--- src/rtl/spi_frame_pkg.sv ---
// rtl/spi_frame_pkg.sv - framing constants and checksum shared by spi_listener and spi_reporter
package spi_frame_pkg;

  localparam logic [7:0] HEADER_DEF    = 8'hA2;
  localparam logic [7:0] IDLE_BYTE_DEF = 8'h00;
  localparam int         FRAME_LEN     = 5;

  localparam logic [2:0] ST_IDLE = 3'd0;
  localparam logic [2:0] ST_HDR  = 3'd1;
  localparam logic [2:0] ST_B2   = 3'd2;
  localparam logic [2:0] ST_B1   = 3'd3;
  localparam logic [2:0] ST_B0   = 3'd4;
  localparam logic [2:0] ST_CSUM = 3'd5;

  typedef struct packed {
    logic [7:0] b2;
    logic [7:0] b1;
    logic [7:0] b0;
  } report_word_t;

  function automatic logic [7:0] frame_csum(input logic [7:0] hdr, input report_word_t w);
    return hdr ^ w.b2 ^ w.b1 ^ w.b0;
  endfunction

endpackage

--- src/rtl/spi_reporter_if.sv ---
// rtl/spi_reporter_if.sv - report input handshake and SPI slave byte side of spi_reporter
interface spi_reporter_if;

  logic [23:0] report_data;
  logic        report_valid;
  logic        report_ready;
  logic        spi_slave_tx_req;
  logic [7:0]  spi_slave_tx_byte;
  logic        spi_reporter_busy;
  logic        spi_reporter_done;
  logic        spi_reporter_abort;
  logic [15:0] timeout_cnt;

  modport master (
    output report_data, report_valid, spi_slave_tx_req,
    input  report_ready, spi_slave_tx_byte, spi_reporter_busy,
    input  spi_reporter_done, spi_reporter_abort, timeout_cnt
  );

  modport slave (
    input  report_data, report_valid, spi_slave_tx_req,
    output report_ready, spi_slave_tx_byte, spi_reporter_busy,
    output spi_reporter_done, spi_reporter_abort, timeout_cnt
  );

endinterface

--- src/rtl/spi_reporter_buf.sv ---
// rtl/spi_reporter_buf.sv - one-deep report word holding register with valid/ready input
module spi_reporter_buf
  import spi_frame_pkg::*;
(
  input  logic         clk,
  input  logic         rst,
  input  logic [23:0]  i_data,
  input  logic         i_valid,
  output logic         o_ready,
  input  logic         i_pop,
  output logic         o_full,
  output report_word_t o_word
);

  logic         r_full;
  report_word_t r_word;

  // A pop only happens while full, so ready is already low and no accept can collide with it.
  always_ff @(posedge clk) begin
    if (rst) begin
      r_full <= 1'b0;
      r_word <= '0;
    end else if (i_pop) begin
      r_full <= 1'b0;
    end else if (i_valid && !r_full) begin
      r_full <= 1'b1;
      r_word <= i_data;
    end
  end

  assign o_ready = !r_full;
  assign o_full  = r_full;
  assign o_word  = r_word;

endmodule

--- src/rtl/spi_reporter.sv ---
// rtl/spi_reporter.sv - frames 24-bit report words as HDR/B2/B1/B0/CSUM bytes for an SPI slave MISO path
module spi_reporter
  import spi_frame_pkg::*;
#(
  parameter logic [7:0] HEADER    = HEADER_DEF,
  parameter logic [7:0] IDLE_BYTE = IDLE_BYTE_DEF,
  parameter int         TIMEOUT   = 1000
) (
  input logic           clk,
  input logic           rst,
  spi_reporter_if.slave bus
);

  if (TIMEOUT < 2 || TIMEOUT > 65535) begin : g_bad_timeout
    $error("spi_reporter: TIMEOUT out of range");
  end

  localparam logic [15:0] TIMEOUT_M1 = 16'(TIMEOUT - 1);

  logic [2:0]   r_state;
  logic [7:0]   r_b2;
  logic [7:0]   r_b1;
  logic [7:0]   r_b0;
  logic [7:0]   r_csum;
  logic [7:0]   r_tx_byte;
  logic         r_done;
  logic         r_abort;
  logic [15:0]  r_tcnt;

  logic         w_full;
  logic         w_pop;
  logic         w_req;
  logic         w_timeout;
  logic [7:0]   w_state_byte;
  report_word_t w_word;

  spi_reporter_buf u_buf (
    .clk     (clk),
    .rst     (rst),
    .i_data  (bus.report_data),
    .i_valid (bus.report_valid),
    .o_ready (bus.report_ready),
    .i_pop   (w_pop),
    .o_full  (w_full),
    .o_word  (w_word)
  );

  assign w_req     = bus.spi_slave_tx_req;
  assign w_pop     = (r_state == ST_IDLE) && w_full;
  // A request on the last allowed cycle wins over the timeout.
  assign w_timeout = (r_state != ST_IDLE) && !w_req && (r_tcnt == TIMEOUT_M1);

  always_comb begin
    w_state_byte = IDLE_BYTE;
    case (r_state)
      ST_HDR:  w_state_byte = HEADER;
      ST_B2:   w_state_byte = r_b2;
      ST_B1:   w_state_byte = r_b1;
      ST_B0:   w_state_byte = r_b0;
      ST_CSUM: w_state_byte = r_csum;
      default: w_state_byte = IDLE_BYTE;
    endcase
  end

  always_ff @(posedge clk) begin
    if (rst) begin
      r_state   <= ST_IDLE;
      r_b2      <= '0;
      r_b1      <= '0;
      r_b0      <= '0;
      r_csum    <= '0;
      r_tx_byte <= IDLE_BYTE;
      r_done    <= 1'b0;
      r_abort   <= 1'b0;
      r_tcnt    <= '0;
    end else begin
      r_done    <= 1'b0;
      r_abort   <= 1'b0;
      r_tx_byte <= w_state_byte;

      if (r_state == ST_IDLE || w_req || w_timeout) r_tcnt <= '0;
      else                                          r_tcnt <= r_tcnt + 16'd1;

      if (r_state == ST_IDLE) begin
        if (w_full) begin
          r_b2    <= w_word.b2;
          r_b1    <= w_word.b1;
          r_b0    <= w_word.b0;
          r_csum  <= frame_csum(HEADER, w_word);
          r_state <= ST_HDR;
        end
      end else if (w_timeout) begin
        r_abort <= 1'b1;
        r_state <= ST_IDLE;
      end else if (w_req) begin
        case (r_state)
          ST_HDR:  r_state <= ST_B2;
          ST_B2:   r_state <= ST_B1;
          ST_B1:   r_state <= ST_B0;
          ST_B0:   r_state <= ST_CSUM;
          default: begin
            r_done  <= 1'b1;
            r_state <= ST_IDLE;
          end
        endcase
      end
    end
  end

  assign bus.spi_slave_tx_byte  = r_tx_byte;
  assign bus.spi_reporter_busy  = (r_state != ST_IDLE);
  assign bus.spi_reporter_done  = r_done;
  assign bus.spi_reporter_abort = r_abort;
  assign bus.timeout_cnt        = r_tcnt;

endmodule
--- src/flat_wrapper.sv ---
// flat-port wrapper written by rule: the top's interface ports become plain ports
module spi_reporter_flat import spi_frame_pkg::*;
#(
  parameter logic [7:0] HEADER    = HEADER_DEF,
  parameter logic [7:0] IDLE_BYTE = IDLE_BYTE_DEF,
  parameter int         TIMEOUT   = 1000
)
  (clk, rst, bus_report_data, bus_report_valid, bus_spi_slave_tx_req, bus_report_ready, bus_spi_slave_tx_byte, bus_spi_reporter_busy, bus_spi_reporter_done, bus_spi_reporter_abort, bus_timeout_cnt);
  spi_reporter_if bus_i ();
  input logic clk;
  input logic rst;
  input wire logic [$bits(bus_i.report_data)-1:0] bus_report_data;
  input wire logic [$bits(bus_i.report_valid)-1:0] bus_report_valid;
  input wire logic [$bits(bus_i.spi_slave_tx_req)-1:0] bus_spi_slave_tx_req;
  output wire logic [$bits(bus_i.report_ready)-1:0] bus_report_ready;
  output wire logic [$bits(bus_i.spi_slave_tx_byte)-1:0] bus_spi_slave_tx_byte;
  output wire logic [$bits(bus_i.spi_reporter_busy)-1:0] bus_spi_reporter_busy;
  output wire logic [$bits(bus_i.spi_reporter_done)-1:0] bus_spi_reporter_done;
  output wire logic [$bits(bus_i.spi_reporter_abort)-1:0] bus_spi_reporter_abort;
  output wire logic [$bits(bus_i.timeout_cnt)-1:0] bus_timeout_cnt;
  assign bus_i.report_data = bus_report_data;
  assign bus_i.report_valid = bus_report_valid;
  assign bus_i.spi_slave_tx_req = bus_spi_slave_tx_req;
  assign bus_report_ready = bus_i.report_ready;
  assign bus_spi_slave_tx_byte = bus_i.spi_slave_tx_byte;
  assign bus_spi_reporter_busy = bus_i.spi_reporter_busy;
  assign bus_spi_reporter_done = bus_i.spi_reporter_done;
  assign bus_spi_reporter_abort = bus_i.spi_reporter_abort;
  assign bus_timeout_cnt = bus_i.timeout_cnt;
  spi_reporter #(.HEADER(HEADER), .IDLE_BYTE(IDLE_BYTE), .TIMEOUT(TIMEOUT)) u_core (.clk(clk), .rst(rst), .bus(bus_i));
endmodule
--- config.mk ---
export PLATFORM = sky130hd
export DESIGN_NAME = spi_reporter_flat
export DESIGN_NICKNAME = d
export VERILOG_FILES = /design/src/rtl/spi_frame_pkg.sv /design/src/rtl/spi_reporter_if.sv /design/src/rtl/spi_reporter_buf.sv /design/src/rtl/spi_reporter.sv /design/src/flat_wrapper.sv
export SDC_FILE = /design/constraint.sdc
export NUM_CORES = 1
export LEC_CHECK = 0
export ABC_AREA = 0
export ABC_CLOCK_PERIOD_IN_PS = 1900
export CAP_MARGIN = 20
export CORE_ASPECT_RATIO = 0.8
export CORE_MARGIN = 8
export CORE_UTILIZATION = 33
export DETAILED_ROUTE_END_ITERATION = 7
export SETUP_SLACK_MARGIN = 0.15
export SLEW_MARGIN = 0
export SYNTH_ARGS = -nofsm -noshare
export SYNTH_HDL_FRONTEND = slang
export SYNTH_SLANG_ARGS = --single-unit
--- constraint.sdc ---
create_clock -name clk -period 1.9 [get_ports clk]
set_input_delay 0.19 -clock clk [delete_from_list [all_inputs] [get_ports clk]]
set_output_delay 0.19 -clock clk [all_outputs]
set_load 0.01 [all_outputs]
==> results of run 1 <==
==> through the flow <==
| step | cell area (um^2) | hold WS, ps | std cells |
|---|---|---|---|
| after floorplan | 3500 | 326 | 421 |
| after global placement | 4260 | 435 | 608 |
| after detailed placement | 4260 | 444 | 608 |
| after CTS | 4590 | 122 | 626 |
| after global routing | 4630 | 134 | 628 |
| final | 4630 | 137 | 628 |
==> path summary, 6_finish.rpt <==
path | startpoint | endpoint | slack (ps)
worst min register to register | u_core.r_csum[6] | u_core.r_csum[6] | 460
worst max register to register | u_core.bus.timeout_cnt[4] | u_core.r_state[0] | 80
worst max-delay path | u_core.bus.timeout_cnt[4] | u_core.r_state[0] | 80
worst min-delay path | rst | u_core.bus.spi_reporter_done | 140
==> registers in the layout, indices dropped and copies added (netlist names) <==
name and count:
u_core.r_b1 8, u_core.bus.spi_reporter_abort 1, u_core.r_b2 8, u_core.bus.spi_reporter_done 1
u_core.r_b0 8, u_core.bus.spi_slave_tx_byte 8, u_core.u_buf.o_word 24, u_core.r_state 3
u_core.bus.timeout_cnt 16, u_core.r_csum 8, u_core.u_buf.o_full 1
==> logic make-up after synthesis <==
group | share of synthesized area, %
simple gates | 22.8
fa+ha+maj | 0.358
buf+inv | 4.37
flops | 49.3
xor+xnor | 7.78
compound gates | 13.2
mux | 2.22
==> layer usage <==
layer  track usage (%)  vias up
met2              16.1       85
met4              4.66        0
met3              2.71       10
met5                 0        -
met1              19.6     1301
li1                  -     1530
==> timing repair <==
| action | 4_1_cts | 5_1_grt |
|---|---|---|
| endpoints found under the setup margin | 20 | 21 |
| resized for setup | 5 | 8 |
| buffers inserted | 1 | 2 |
| cloned | 1 | 0 |
| pin swaps | 12 | 6 |
==> cell type report <==
class / count / share of cell area (%)
inverters: 8 / 0.648
clock inverters: 7 / 1.22
clock buffers: 9 / 4.86
repair buffers: 78 / 15.8
multi-input cells: 300 / 36.4
flip-flops and latches: 86 / 37.4
well taps: 140 / 3.78
==> power by group through the flow <==
stage               Clock, uW  Combinational, uW  Sequential (uW)
detailed placement          0                427             1970
global placement            0                421             1970
finish                   1640                445             1930
floorplan                   0                277             1950
global route             1780                495             1940
CTS                      1670                435             1930
==> placed cells by master, fill, tap and decap left out, types with 2 or more instances in the layout <==
cell type,netlist,routed
a211oi_1,8,8
a21oi_1,61,61
a221oi_1,5,5
a22oi_1,5,5
a31oi_1,2,2
buf_4,0,22
clkbuf_16,0,9
clkdlybuf4s50_1,0,54
clkinv_2,0,2
clkinv_4,0,2
dfxtp_1,86,81
dfxtp_2,0,4
inv_1,8,8
inv_6,0,2
mux2_2,6,6
nand2_1,114,114
nand3_1,8,8
nand3b_1,5,5
nand4_1,3,3
nor2_1,16,11
nor2_2,10,12
nor2_4,0,3
nor2b_1,3,3
nor3_1,8,6
nor4_1,5,5
xnor2_1,28,28
xor2_1,3,3
==> summary.md, run 1 <==
| Metric | Value |
|---|---|
| Status | completed |
| Synth warnings | 0 |
| Total global routing overflow | 0 |
| Final Max Slew Viols | 0 |
| Critical path endpoint category | flip-flop |
| CTS Root Cell | clkbuf_16 |
| Die area | about 0.014 mm^2 |
| P per Cell Area | 868 mW/mm^2 |
| Pin count of the biggest net entering global routing | a little over 60 |
| Family with the most delay on the worst path | simple AND/OR/NAND/NOR gates |
| Crit path buf inv count | 0 |
| Met2 routed WL | 3230 um |
| Critical path startpoint category | flip-flop |
| Average cell area after synthesis | 8.29 um^2 |
| Skew-Pair Late Insertion Delay | approximately 330 ps |
| Top cell type's share of synthesized area | 49.3% |
| Number of primary I/O pins | 56 |
| Pre-Repair DR Iteration Count | 4 |
| TritonCTS clock tree | done |
| Die H | approximately 110 um |
| Global placement routability congestion | 0.753 |
| Gate Count Post-Synth | 421 |
| Sequential fraction of design power | 48.0% |
| Cell count along the critical path | 4 |
| Final setup fails | 0 |
| Clock-pin slew on the worst setup and hold paths | 60 ps |
| CTS Buffer Depth | 2 |
| Rel. slew slack | 56.2% |
| Detail Route Antenna Nets | 0 |
| # H-tree levels | 3 |
| CTS buffer count | 9 |
| Post-synth top cells | nand2_1 (114), dfxtp_1 (86), a21oi_1 (61) |
| Layout Skew | 9.82 ps |
| Core Box Area | 0.0103 mm^2 |
| Number of port buffers | 55 |
| Largest cells by area after synthesis | dfxtp_1 (49%), nand2_1 (12%), a21oi_1 (8.7%), xnor2_1 (7.0%), clkbuf_1 (2.7%) |
| Layout cells sized above 1 | 14.8% |
| Seq/Total Area, Yosys | 49.3% |
| Sum of net half-perimeters after detailed placement | between 5000 and 6000 um |
| Avg Vias per Cell | 4.66 |
| Min setup slack post-route | ~76 ps |
| Critical-path cell list | or4b_4, or4_4, nand3b_1, a31oi_1 |
| Gate power share | between 10 and 15% |
| Peak Freq | 548 MHz |
| Net Sw Frac | 25.8% |
| Die width | about 130 um |
| TNS Setup | 0 ps |
| WL met3 | 581 um |
| Hold/Removal Path Class | input pin to flip-flop |
| Period utilization | 96.0% |
| FP Rows | 33 |
| First-iteration detailed-routing DRC count | roughly 170 |
| Vias in the first global route | 2,793 |
| Worst-margin pin slew | 653 ps |
| Final Core Density | 45.1% |
| FF/Latch Area | 0.00173 mm^2 |
| Routed via count | 2,926 |
| Clk sinks | between 80 and 90 |
| Yosys top cell by area | dfxtp_1 |
| # Max-Cap Violations | 0 |
| Footprint of the multi-input gates | 0.00168 mm^2 |
| Minimum clock period | 1820 ps |
| # fillers | 991 |
| Total power | ~4000 uW |
| Area grow syn2layout | 32.7% |
| Uppermost layer routed | met4 |
| Initial core utilization | 34.0% |
| Post-synth EDFFs | 0 |
| Lkg Pwr | 0.00154 uW |
| Top_reg_cell synth | dfxtp_1 |
| Nets | 512 |
| Clk pwr share | 40.9% |
| WL/cell | 13.5 um |
| Flops & latches, synth | 86 |
| RSZ-0062 raised after global routing | true |
| Crit Path Max Fanout | 7 |
| Mapped Area | 0.00349 mm^2 |
| Worst R2R Path Depth | 4 |
| Residual DRC count | 0 |
| Top-count cell post-synth | nand2_1 |
| Initial antenna violation count | 0 |
| Critical Path RT | 2090 ps |
| Slowest library cell on the worst path | or4_4 |
| Mapped Nets | 450 |
| Critical Path AT | 2010 ps |
| DP Worst Slack | 15.3 ps |
| Cell count of the worst hold path | 2 |
| Total Wirelength | between 8000 and 9000 um |
| N_diodes | 0 |
| DRT met1 WL | roughly 4600 um |
| Net Switching | 1040 uW |
| Peak VDD IR | 0.000363 V |
| Netlist cell types | 32 |
| GRT Resource Usage Total | 12.6% |
| First-pass GRT wire length | 14,300 um |
| Internal power | 2980 uW |
| Critical path class | flip-flop to flip-flop |
| Hold-fix buffers, CTS | 0 |
| Worst path max stage delay | 640 ps |
| Final Hold Fails | 0 |
| Ys async rst share | 0% |
Power figures use the tool's default switching activity.
==> inputs of run 2 (changes only) <==
- CTS_BUF_LIST: not set -> sky130_fd_sc_hd__clkbuf_8
==> run 2 against run 1 <==
Against the previous run: highest routed layer unchanged; largest power group unchanged; worst hold slack got worse by 24 ps; sequential power about the same; via count is 0.31% higher; sequential share of layout area is 0.85 points higher; clock skew increased by 4.1 ps; register-to-register slack got worse by 30 ps; global-route usage about the same; final area is 2.2% lower; combinational power decreased by 1%; clock power decreased by 27%.
==> summary.md, run 2 (same netlist as run 1, synthesis figures left out) <==
| Metric | Value |
|---|---|
| GR Layer Usage met3 | 3.15% |
| Reg2Reg Capture Point | u_core.r_state[0] |
| Most frequent cells in the layout | nand2_1 (114), dfxtp_1 (80), a21oi_1 (61) |
| Met1 Use GR | 19.7% |
| Rel. slew slack | about three fifths |
| Final Max Slew Viols | 0 |
| Residual DRC count | 0 |
| Routed via count | ~2,900 |
| Worst R2R Path Depth | 4 |
| Global placement routability congestion | ~0.75 |
| Core Box Area | 0.0103 mm^2 |
| Critical path class | flip-flop to flip-flop |
| Hold/Removal Path Class | input pin to flip-flop |
| Initial core utilization | 34.0% |
| Peak Freq | between 500 and 600 MHz |
| R2R Setup Slk | 50 ps |
| Layout Skew | roughly 14 ps |
| Nets | 511 |
| Pin count of the biggest net entering global routing | 61 |
| Hold-fix buffers, CTS | 0 |
| Critical path endpoint category | flip-flop |
| Status | completed |
| Clk sinks | 86 |
| Critical Path AT | 2060 ps |
| Final setup fails | 0 |
| First-pass GRT wire length | about 14,000 um |
| # H-tree levels | 3 |
| CTS Root Cell | clkbuf_8 |
| # fillers | ~1,000 |
| Min setup slack post-route | 50.7 ps |
| TritonCTS clock tree | done |
| Met2 usage | about 16% |
| # Max-Cap Violations | 0 |
| Minimum clock period | approximately 1800 ps |
| Total power | 3560 uW |
| Layout cells sized above 1 | 14.8% |
| Die width | 131 um |
| Clock-pin slew on the worst setup and hold paths | 90 ps |
| Avg Vias per Cell | 4.68 |
| Critical Path RT | 2110 ps |
| Skew-Pair Late Insertion Delay | between 300 and 400 ps |
| Die H | 108 um |
| Total Wirelength | 8510 um |
| CTS buffer count | 9 |
| Critical path startpoint category | flip-flop |
| Worst setup path endpoint | u_core.r_state[0] |
| Detail Route Antenna Nets | 0 |
| Pre-Repair DR Iteration Count | 4 |
| Period utilization | 97.3% |
| GRT Resource Usage Total | 12.6% |
| RSZ-0062 raised after global routing | true |
| Worst Setup SP | u_core.bus.timeout_cnt[4] |
| N_diodes | 0 |
| Area grow syn2layout | 29.8% |
| Number of port buffers | 55 |
| Initial antenna violation count | 0 |
| Number of flip-flops in the largest register | 24 |
| TNS Setup | 0 ps |
| Number of primary I/O pins | 56 |
| CTS Buffer Depth | 2 |
| Peak VDD IR | 0.000364 V |
| Crit Path Max Fanout | 7 |
| Lkg Pwr | 0.00150 uW |
| Final Hold Fails | 0 |
| P per Cell Area | 785 mW/mm^2 |
| First-iteration detailed-routing DRC count | roughly 170 |
| Vias in the first global route | 2,766 |
| Total global routing overflow | 0 |
| WL/cell | 13.6 um |
| Most common cell after layout, fill and taps aside | nand2_1 |
| R2r startpoint | u_core.bus.timeout_cnt[4] |
| Worst-margin pin slew | 605 ps |
| Die area | 0.0141 mm^2 |
| Busiest grt layer | met1 |
| DP Worst Slack | 15.3 ps |
| FP Rows | 33 |
| Sum of net half-perimeters after detailed placement | 5880 um |
-- run 2: timing repair --
item	4_1_cts	5_1_grt
cloned	1	0
pin swaps	11	5
setup buffers	1	1
setup endpoints to repair	20	21
resized for setup	8	8
-- run 2: how the worst min path moves through the flow --
stage                                   from                           end  cells past startpoint
after floorplan           bus_report_data[0]        u_core.u_buf.o_word[0]                      2
after global placement      u_core.r_csum[0]              u_core.r_csum[0]                      2
after detailed placement    u_core.r_csum[0]              u_core.r_csum[0]                      2
after CTS                                rst  u_core.bus.spi_reporter_done                      2
after global routing                     rst  u_core.bus.spi_reporter_done                      2
final                                    rst  u_core.bus.spi_reporter_done                      2
-- run 2: power by group --
part	total, uW	switching, uW	leakage (uW)	internal [uW]
Sequential	1930	60.3	0.000702	1870
Combinational	440	239	0.000704	201
Clock	1190	695	0.0000959	493
Total	3560	994	0.00150	2560
-- run 2: cell type report --
class	instances	area [um^2]	area share, %
Sequential cell	86	1730	38.2
Multi-Input combinational cell	300	1690	37.3
Timing Repair Buffer	77	726	16.0
Tap cell	140	175	3.87
Clock buffer	9	124	2.73
Clock inverter	7	56.3	1.24
Inverter	8	30.0	0.663
-- run 2: through the flow --
step	area [um^2]	std cells	util, %	hold WS [ps]
detailed placement	4260	608	41.4	444
global placement	4260	608	41.4	435
finish	4530	627	44.1	113
CTS	4500	626	43.7	88.7
floorplan	3500	421	-	326
global route	4530	627	44.1	98.0
-- run 2: routing by layer --
layer	routed length, um	vias to the layer above
met5	0	-
met4	116	0
met3	384	8
met2	3310	72
met1	4700	1328
li1	-	1527
-- run 2: worst max-delay path: stages, from the launching register on --
cell and delay [ps]:
dfxtp_2 330, or4b_4 530, or4_4 640, nand3b_1 130, a31oi_1 90
==> inputs of run 3 (changes only) <==
- PLACE_DENSITY: not set -> 0.58
==> run 3 against run 2 <==
Against the previous run: total power rose by 8.8%; sequential power about the same; core utilization rose by 0.62 points; die area unchanged; final area increased by 1.4%; final cell count is 0.16% higher; worst hold slack lost 10 ps; sequential share of layout area down 0.53 points; via count stayed put.
==> summary.md, run 3 (same netlist as run 1, synthesis figures left out) <==
| Metric | Value |
|---|---|
| Peak Freq | ~550 MHz |
| Worst path max stage delay | 630 ps |
| Layout cells sized above 1 | 14.5% |
| Critical Path RT | about 2100 ps |
| Hold/Removal Path Class | input pin to flip-flop |
| DP Worst Slack | -16.9 ps |
| Total global routing overflow | 0 |
| # fillers | 1,015 |
| Die width | 131 um |
| Rel. slew slack | between 50% and 60% |
| Hold-fix buffers, CTS | 0 |
| Worst R2R Path Depth | 4 |
| Final Max Slew Viols | 0 |
| Global placement routability congestion | 0.784 |
| Critical Path AT | 2050 ps |
| Most common cell after layout, fill and taps aside | nand2_1 |
| Clk sinks | 86 |
| CTS Buffer Depth | 2 |
| Minimum clock period | between 1500 and 2000 ps |
| Total Wirelength | 8450 um |
| Status | completed |
| Pre-Repair DR Iteration Count | 4 |
| Clock-pin slew on the worst setup and hold paths | around 90 ps |
| Period utilization | between 90 and 100% |
| Min setup slack post-route | 67.9 ps |
| First-iteration detailed-routing DRC count | between 100 and 150 |
| # Max-Cap Violations | 0 |
| WL/cell | 13.5 um |
| Most frequent cells in the layout | nand2_1 (114), dfxtp_1 (80), a21oi_1 (61) |
| Final setup fails | 0 |
| FP Rows | 33 |
| Pin count of the biggest net entering global routing | 61 |
| Initial antenna violation count | 0 |
| Avg Vias per Cell | 4.67 |
| Layout Skew | between 7 and 8 ps |
| Lkg Pwr | 0.00151 uW |
| CTS buffer count | 9 |
| N_diodes | 0 |
| Crit Path Max Fanout | 7 |
| Routed via count | just under 3,000 |
| GRT Resource Usage Total | about an eighth |
| Total power | 3870 uW |
| Number of port buffers | 55 |
| Sum of net half-perimeters after detailed placement | 5870 um |
| Critical path class | flip-flop to flip-flop |
| Vias in the first global route | 2,673 |
| CTS Root Cell | clkbuf_8 |
| Critical path startpoint category | flip-flop |
| P per Cell Area | 842 mW/mm^2 |
| Worst-margin pin slew | 702 ps |
| Number of flip-flops in the largest register | 24 |
| Number of primary I/O pins | 56 |
| Die area | about 0.014 mm^2 |
| Peak VDD IR | approximately 0.00035 V |
| Critical-path cell list | or4b_4, or4_4, nand3b_1, a31oi_1 |
| RSZ-0062 raised after global routing | true |
| Nets | 512 |
| First-pass GRT wire length | 13,600 um |
| Area grow syn2layout | 31.6% |
| TritonCTS clock tree | done |
| Cell count of the worst hold path | 2 |
| Slowest library cell on the worst path | or4_4 |
| Core Box Area | 0.0103 mm^2 |
| Die H | 108 um |
| Residual DRC count | 0 |
| Detail Route Antenna Nets | 0 |
| Critical path endpoint category | flip-flop |
| Final Hold Fails | 0 |
| # H-tree levels | 3 |
| Skew-Pair Late Insertion Delay | about 350 ps |
| Initial core utilization | 34.0% |
run 3: changes by cell type in the layout (fill, tap and decap cells not counted), sizes merged:
cell           previous run  this run
dlymetal6s2s              1         0
clkinvlp                  0         2
bufinv                    0         3
buf                      23        24
clkdlybuf4s50            53        54
inv                      11         9
clkinv                    4         1
run 3: per-stage QoR:
stage / instances / hold WS, ps / utilization, % / cell area [um^2] / TNS [ps]
4_1_cts: 627 / 91.9 / 44.5 / 4580 / 0
3_3_place_gp: 609 / 436 / 41.5 / 4270 / 0
5_1_grt: 628 / 118 / 44.7 / 4600 / 0
3_5_place_dp: 609 / 444 / 41.5 / 4270 / -37.5
2_1_floorplan: 421 / 326 / - / 3500 / 0
6_report: 628 / 102 / 44.7 / 4600 / 0
run 3: per-layer routing:
layer / global-route usage, % / vias up / part of all wire (%)
li1: - / 1527 / -
met1: 18.1 / 1338 / 52
met2: 15.9 / 61 / 40
met3: 3.89 / 9 / 6.2
met4: 4.50 / 0 / 1.4
met5: 0 / - / 0
run 3: layout make-up:
cell class / instances / area (um^2) / area share, %
Inverter: 8 / 30.0 / 0.653
Clock inverter: 7 / 114 / 2.48
Sequential cell: 86 / 1730 / 37.7
Clock buffer: 9 / 124 / 2.70
Multi-Input combinational cell: 300 / 1690 / 36.8
Timing Repair Buffer: 78 / 731 / 15.9
Tap cell: 140 / 175 / 3.81
run 3: report_power, final:
part / switching, uW / total [uW] / leakage, uW / internal, uW
Combinational: 238 / 443 / 0.000696 / 204
Sequential: 58.5 / 1930 / 0.000702 / 1870
Clock: 635 / 1500 / 0.000117 / 866
run 3: worst paths after layout:
path,startpoint,end,slack (ps)
worst min-delay path,rst,u_core.bus.spi_reporter_done,100
worst max-delay path,u_core.bus.timeout_cnt[4],u_core.r_state[0],70
worst max register to register,u_core.bus.timeout_cnt[4],u_core.r_state[0],70
worst min register to register,u_core.r_csum[0],u_core.r_csum[0],460
run 3: what timing repair did:
item / in CTS / in global routing
setup buffers: 1 / 1
gates resized for setup: 9 / 5
endpoints found under the setup margin: 20 / 21
cloned: 1 / 0
pin swaps: 20 / 2
run 3: worst max-delay path, delay by kind of cell (launching register included):
| kind | cells | cell delay [ps] |
|---|---|---|
| flip-flops | 1 | 330 |
| AND/OR/NAND/NOR | 3 | 1290 |
| AO/OA/AOI/OAI | 1 | 70 |
